==> src/rtl/weight_update_engine.sv <==
// Output-layer back-propagation engine: captures one training sample, derives
// a per-neuron error delta, then read-modify-writes every output-layer weight
// in the shared weight RAM with learning-rate scaling and saturation.
module weight_update_engine #(
    parameter int unsigned N_OUT     = 3,
    parameter int unsigned N_HID     = 5,
    parameter int unsigned DW        = 10,
    parameter int unsigned ADDR_W    = 7,
    parameter int unsigned BASE_ADDR = 50,
    parameter int unsigned LR_SHIFT  = 3
) (
    input  logic                  Clock,
    input  logic                  Rst,
    input  logic                  start,
    input  logic [N_OUT*DW-1:0]   out_actual,
    input  logic [N_OUT*DW-1:0]   out_cal,
    input  logic [N_HID*DW-1:0]   hid_cal,
    output logic [ADDR_W-1:0]     ram_addr,
    output logic                  ram_we,
    output logic [DW-1:0]         ram_wdata,
    input  logic [DW-1:0]         ram_rdata,
    output logic [N_OUT*DW-1:0]   delta_out,
    output logic [N_OUT-1:0]      delta_sign,
    output logic                  busy,
    output logic                  done
);

    localparam int unsigned KW = (N_OUT > 1) ? $clog2(N_OUT) : 1;
    localparam int unsigned JW = (N_HID > 1) ? $clog2(N_HID) : 1;

    localparam logic signed [DW+1:0] SAT_HI = {3'b000, {(DW-1){1'b1}}};
    localparam logic signed [DW+1:0] SAT_LO = {3'b111, {(DW-1){1'b0}}};

    typedef enum logic [2:0] {
        S_IDLE,
        S_DELTA,
        S_READ,
        S_WAIT,
        S_WRITE,
        S_DONE
    } state_t;

    state_t state;
    state_t state_nxt;

    logic [DW-1:0]   act_r   [N_OUT];
    logic [DW-1:0]   cal_r   [N_OUT];
    logic [DW-1:0]   hid_r   [N_HID];
    logic [DW-1:0]   delta_r [N_OUT];
    logic [DW-1:0]   delta_nxt [N_OUT];
    logic [N_OUT-1:0] sign_nxt;

    logic [KW-1:0]   k;
    logic [JW-1:0]   j;
    logic [DW-1:0]   w;
    logic            last_weight;

    logic [31:0]             addr_full;
    logic [2*DW-1:0]         g_prod;
    logic [DW-1:0]           g;
    logic signed [DW+1:0]    w_ext;
    logic signed [DW+1:0]    g_ext;
    logic signed [DW+1:0]    w_sum;
    logic [DW-1:0]           w_sat;

    // delta = (|a - c| * ((c * (2^DW - c)) >> DW)) >> DW, all unsigned Q0.DW
    function automatic logic [DW-1:0] calc_delta(input logic [DW-1:0] a,
                                                 input logic [DW-1:0] c);
        logic [DW-1:0]   err;
        logic [DW:0]     comp;
        logic [2*DW:0]   sp_prod;
        logic [DW-1:0]   sp;
        logic [2*DW-1:0] d_prod;
        err     = (a >= c) ? (a - c) : (c - a);
        comp    = {1'b1, {DW{1'b0}}} - {1'b0, c};
        sp_prod = (2*DW+1)'(c) * (2*DW+1)'(comp);
        sp      = DW'(sp_prod >> DW);
        d_prod  = (2*DW)'(err) * (2*DW)'(sp);
        return DW'(d_prod >> DW);
    endfunction

    // State register; reset aborts any pass in progress
    always_ff @(posedge Clock) begin
        if (!Rst) begin
            state <= S_IDLE;
        end else begin
            state <= state_nxt;
        end
    end

    // Next-state and control outputs
    always_comb begin
        state_nxt = state;
        busy      = 1'b1;
        done      = 1'b0;
        ram_we    = 1'b0;
        case (state)
            S_IDLE: begin
                busy = 1'b0;
                if (start) state_nxt = S_DELTA;
            end
            S_DELTA: state_nxt = S_READ;
            S_READ:  state_nxt = S_WAIT;
            S_WAIT:  state_nxt = S_WRITE;
            S_WRITE: begin
                ram_we    = 1'b1;
                state_nxt = last_weight ? S_DONE : S_READ;
            end
            S_DONE: begin
                done      = 1'b1;
                state_nxt = S_IDLE;
            end
            default: state_nxt = S_IDLE;
        endcase
    end

    // Per-neuron error delta from the captured sample
    always_comb begin
        sign_nxt = '0;
        for (int unsigned i = 0; i < N_OUT; i++) begin
            delta_nxt[i] = calc_delta(act_r[i], cal_r[i]);
            sign_nxt[i]  = (act_r[i] < cal_r[i]);
        end
    end

    // Weight address, scaled gradient and saturated new weight
    always_comb begin
        last_weight = (k == KW'(N_OUT - 1)) && (j == JW'(N_HID - 1));
        addr_full   = BASE_ADDR + 32'(k) * N_HID + 32'(j);
        g_prod      = (2*DW)'(delta_r[k]) * (2*DW)'(hid_r[j]);
        g           = DW'((g_prod >> DW) >> LR_SHIFT);
        w_ext       = (DW+2)'($signed(w));
        g_ext       = $signed({2'b00, g});
        w_sum       = delta_sign[k] ? (w_ext - g_ext) : (w_ext + g_ext);
        if (w_sum > SAT_HI) begin
            w_sat = SAT_HI[DW-1:0];
        end else if (w_sum < SAT_LO) begin
            w_sat = SAT_LO[DW-1:0];
        end else begin
            w_sat = w_sum[DW-1:0];
        end
        ram_addr  = '0;
        ram_wdata = '0;
        if (state == S_READ || state == S_WAIT || state == S_WRITE) begin
            ram_addr = ADDR_W'(addr_full);
        end
        if (state == S_WRITE) begin
            ram_wdata = w_sat;
        end
    end

    // Flatten the delta register array onto the output bus
    always_comb begin
        delta_out = '0;
        for (int unsigned i = 0; i < N_OUT; i++) begin
            delta_out[i*DW +: DW] = delta_r[i];
        end
    end

    // Sample capture, delta registers, weight walk counters and read-back
    always_ff @(posedge Clock) begin
        if (!Rst) begin
            for (int unsigned i = 0; i < N_OUT; i++) begin
                act_r[i]   <= '0;
                cal_r[i]   <= '0;
                delta_r[i] <= '0;
            end
            for (int unsigned i = 0; i < N_HID; i++) begin
                hid_r[i] <= '0;
            end
            delta_sign <= '0;
            k          <= '0;
            j          <= '0;
            w          <= '0;
        end else begin
            case (state)
                S_IDLE: begin
                    if (start) begin
                        for (int unsigned i = 0; i < N_OUT; i++) begin
                            act_r[i] <= out_actual[i*DW +: DW];
                            cal_r[i] <= out_cal[i*DW +: DW];
                        end
                        for (int unsigned i = 0; i < N_HID; i++) begin
                            hid_r[i] <= hid_cal[i*DW +: DW];
                        end
                    end
                end
                S_DELTA: begin
                    for (int unsigned i = 0; i < N_OUT; i++) begin
                        delta_r[i] <= delta_nxt[i];
                    end
                    delta_sign <= sign_nxt;
                    k          <= '0;
                    j          <= '0;
                end
                S_WAIT: begin
                    w <= ram_rdata;
                end
                S_WRITE: begin
                    if (j == JW'(N_HID - 1)) begin
                        j <= '0;
                        k <= k + 1'b1;
                    end else begin
                        j <= j + 1'b1;
                    end
                end
                default: ;
            endcase
        end
    end

endmodule
==> config.mk <==
export PLATFORM = sky130hd
export DESIGN_NAME = weight_update_engine
export DESIGN_NICKNAME = d
export VERILOG_FILES = /design/src/rtl/weight_update_engine.sv
export SDC_FILE = /design/constraint.sdc
export NUM_CORES = 2
export LEC_CHECK = 0
export ABC_AREA = 1
export CAP_MARGIN = 20
export CORE_ASPECT_RATIO = 0.8
export CORE_MARGIN = 4
export CORE_UTILIZATION = 64
export DETAILED_ROUTE_END_ITERATION = 8
export PLACE_DENSITY = 0.93
export SETUP_SLACK_MARGIN = 0.4
export SKIP_CTS_REPAIR_TIMING = 1
export SLEW_MARGIN = 5
export SYNTH_ARGS = -nofsm -noshare
export SYNTH_HDL_FRONTEND = slang
export SYNTH_SLANG_ARGS = --single-unit
==> constraint.sdc <==
create_clock -name Clock -period 14.5 [get_ports Clock]
set_input_delay 2.175 -clock Clock [delete_from_list [all_inputs] [get_ports Clock]]
set_output_delay 2.175 -clock Clock [all_outputs]
set_load 0.01 [all_outputs]
==> summary.txt <==
Cells and area
  – Design Area, Final: 36,200 um2
  – Layout Nets: 5,390
  – Area Overhead vs Synth: 9.34%
  – Layout cells sized above 1: 2.41%
  – Filler cell count in the final layout: 3,800
  – Area occupied by multi-input gates: 24,400 um2
  – Diodes inserted: 0
  – FF/Latch Area: 4720 um2

Synth
  – Adder-Cell Fraction of Synth Area: 45.5%
  – Multiplexer share of the synthesized area: 0.125%
  – Yosys warns: 0
  – Flops & latches, synth: 166
  – Post-synth top area share: 27.6%
  – Sequential area share after synthesis: 14.3%
  – Synth cell types: 63
  – Compound-cell area share of the yosys netlist: 7.17%
  – Most used flip-flop cell after synthesis: edfxtp_1
  – Syn Inst Count: 4,178
  – XOR/XNOR Fraction of Synth Area: 2.62%
  – Syn_area_per_cell: 7.92 um2
  – Largest family of logic cells by synthesized area: adder cells
  – Netlist Area Pre-Place: 33,100 um2
  – Synth area leaders: fa_1, ha_1, edfxtp_1
  – FFs w/ async S/R, synth: 0%
  – Post-synth EDFFs: 140
  – Yosys top cell by area: fa_1
  – Post-Synth Simple-Gate Area: 17.9%

Floorplan
  – Die Height: 211 um
  – Horiz. Die Dim: 262 um
  – Io pins: 176
  – Die area: 55,500 um2
  – Initial Utilization: 64.8%
  – Core area: 51,100 um2
  – Rows: 74

Min path
  – Worst Hold Class: flop to flop
  – WHS Path Cells: 2
  – Hold Startpoint: w[0]$_SDFFE_PN0N_
  – WHS Endpoint: w[0]$_SDFFE_PN0N_

Detailed routing
  – Drt drc: 0
  – Drt first pass iters: 7
  – Wire length per cell: 17.2 um
  – Drt total wl: 86.4 mm
  – Via count: 28,400
  – Via density: 5.64
  – Max layer used: met4
  – Met2 wire length: 40.6 mm
  – Wl on met1: 33.7 mm
  – WL met3: 8.59 mm
  – Starting DRT DRC Count: 2,934
  – Post-DRT Antenna Nets: 0

Worst setup path
  – CP peak stage delay: 770 ps
  – Slowest cell on crit path: dfxtp_1
  – CP max FO: 21
  – Classification of the worst setup path: flop to output pin
  – WP data arrival: 10,100 ps
  – Nature of the critical path endpoint: output pin
  – Startpoint Class: flop
  – R2R cell count: 51
  – Reg-to-reg endpoint: delta_r[2][9]$_SDFFCE_PN0P_
  – Endpoint required time on the critical path: 12,320 ps
  – Flop-to-flop setup slack: 3000 ps
  – Crit-path most repeated cell: nand2_1
  – Worst r2r src: cal_r[0][21]$_SDFFCE_PN0P_

Clock tree
  – Max H-tree Level: 4
  – CTS Buffer Depth: 2
  – # clock sinks: 166
  – Worst skew pair latency: 510 ps
  – Reg clk slew, reported paths: 70 ps
  – Root Driver: clkbuf_16
  – Num CTS Buffers: 17
  – CTS tree: done

STA
  – Max Freq: 0.0815 GHz
  – Final Hold Vio Count: 0
  – Worst-Margin Slew: 1020 ps
  – Tmin final: 12,280 ps
  – Total Negative Setup Slacks: 0 ps
  – Crit share post-route: 84.7%
  – RSZ-0062 raised after global routing: false
  – Final setup fails: 0
  – Clock Skews: 16.6 ps
  – Slew headroom: 31.8%
  – Final Slew Violations: 0
  – Hold_ws: 474 ps

Status
  – Outcome: completed

Placement
  – Port Buf Inserts: 175
  – Placed Area: 35,600 um2
  – Routability congestion estimate: 1.03
  – Final HPWL DP: 71.0 mm

GRT
  – Initial antenna violation count: 1
  – First-pass GRT wire length: 143 mm
  – Vias in the first global route: 29,500
  – GRT overflow: 0
  – All-layer global routing usage: 31.8%
  – Largest net degree at the start of global routing: 64

Run
  – Max Cap Viol: 0
worst max-delay path by stage:
stage                              startpoint  depth (start not counted)                          end  slack [ps]
finish                                   flop                         43                 ram_wdata[2]        2220
global route                             flop                         36                 ram_wdata[8]        1490
CTS                                      flop                         40                 ram_wdata[2]        2390
detailed placement                       flop                         39                 ram_wdata[2]        3030
global placement                         flop                         39                 ram_wdata[7]        3330
floorplan           cal_r[0][1]$_SDFFCE_PN0P_                         52  delta_r[0][9]$_SDFFCE_PN0P_        4240
synth_stat cells, types with 15 or more instances:
| cell | n |
|---|---|
| inv_1 | 998 |
| nor2_1 | 578 |
| nor3_1 | 33 |
| nand2_1 | 716 |
| nand3_1 | 78 |
| xor2_1 | 64 |
| dfxtp_1 | 26 |
| clkbuf_1 | 46 |
| o211ai_1 | 15 |
| o21ai_0 | 109 |
| edfxtp_1 | 140 |
| or2_2 | 18 |
| o21ai_1 | 15 |
| a21oi_1 | 196 |
| ha_1 | 475 |
| xnor2_1 | 28 |
| fa_1 | 456 |
metal layers:
metal	global-route usage (%)	vias to the layer above
li1	-	13100
met1	40.7	13400
met2	52.9	1575
met3	6.75	287
met4	13.5	0
met5	0	-
layout make-up:
class	count	share of cell area, %
Sequential cell	166	13.1
Timing Repair Buffer	182	4.98
Clock inverter	14	0.411
Clock buffer	18	1.21
Inverter	1024	10.6
Multi-Input combinational cell	2945	67.3
Tap cell	684	2.36
cells by family after synthesis:
group,count (synthesis)
simple gates,1480
buf+inv,1086
fa+ha+maj,931
compound gates,414
flops,166
xor+xnor,95
mux,4
other cells,2
through the flow:
stage	setup slack [ps]	instances	utilization (%)
after global routing	1490	5033	70.8
after detailed placement	3030	5001	69.7
after CTS	2390	5033	70.8
final	2220	5033	70.8
after global placement	3330	5001	69.7
after floorplan	4240	4197	-
placed cells by master (no fill, tap or decap), types with 14 or more instances in the layout:
cell and count:
clkbuf_16 17, nor3_1 33, xnor2_1 28, conb_1 21
o21ai_0 109, ha_1 475, fa_1 456, a21oi_1 196
clkinv_1 14, o211ai_1 15, clkdlybuf4s50_1 175, edfxtp_1 140
nand4_1 14, inv_1 998, dfxtp_1 26, or2_2 18
nand2_1 715, o21ai_1 15, o21a_1 14, xor2_1 64
nor2_1 577, nand3_1 77
worst max-delay path: cells and delay by family, from the launching register on:
| family | cells | cell delay (ps) |
|---|---|---|
| fa+ha+maj | 8 | 2990 |
| simple gates | 19 | 1990 |
| buf+inv | 6 | 1590 |
| compound gates | 7 | 1430 |
| xor+xnor | 3 | 820 |
| flops | 1 | 770 |
sequential cells by signal (all words and copies together) (netlist names), named ones only:
register / flops
k: 2
cal_r: 30
delta_r: 30
delta_sign: 3
state: 3
hid_r: 50
w: 10
act_r: 30
j: 3
Power is not shown: default switching activity piles up to over one toggle a cycle in this logic, so the estimate is an artifact.
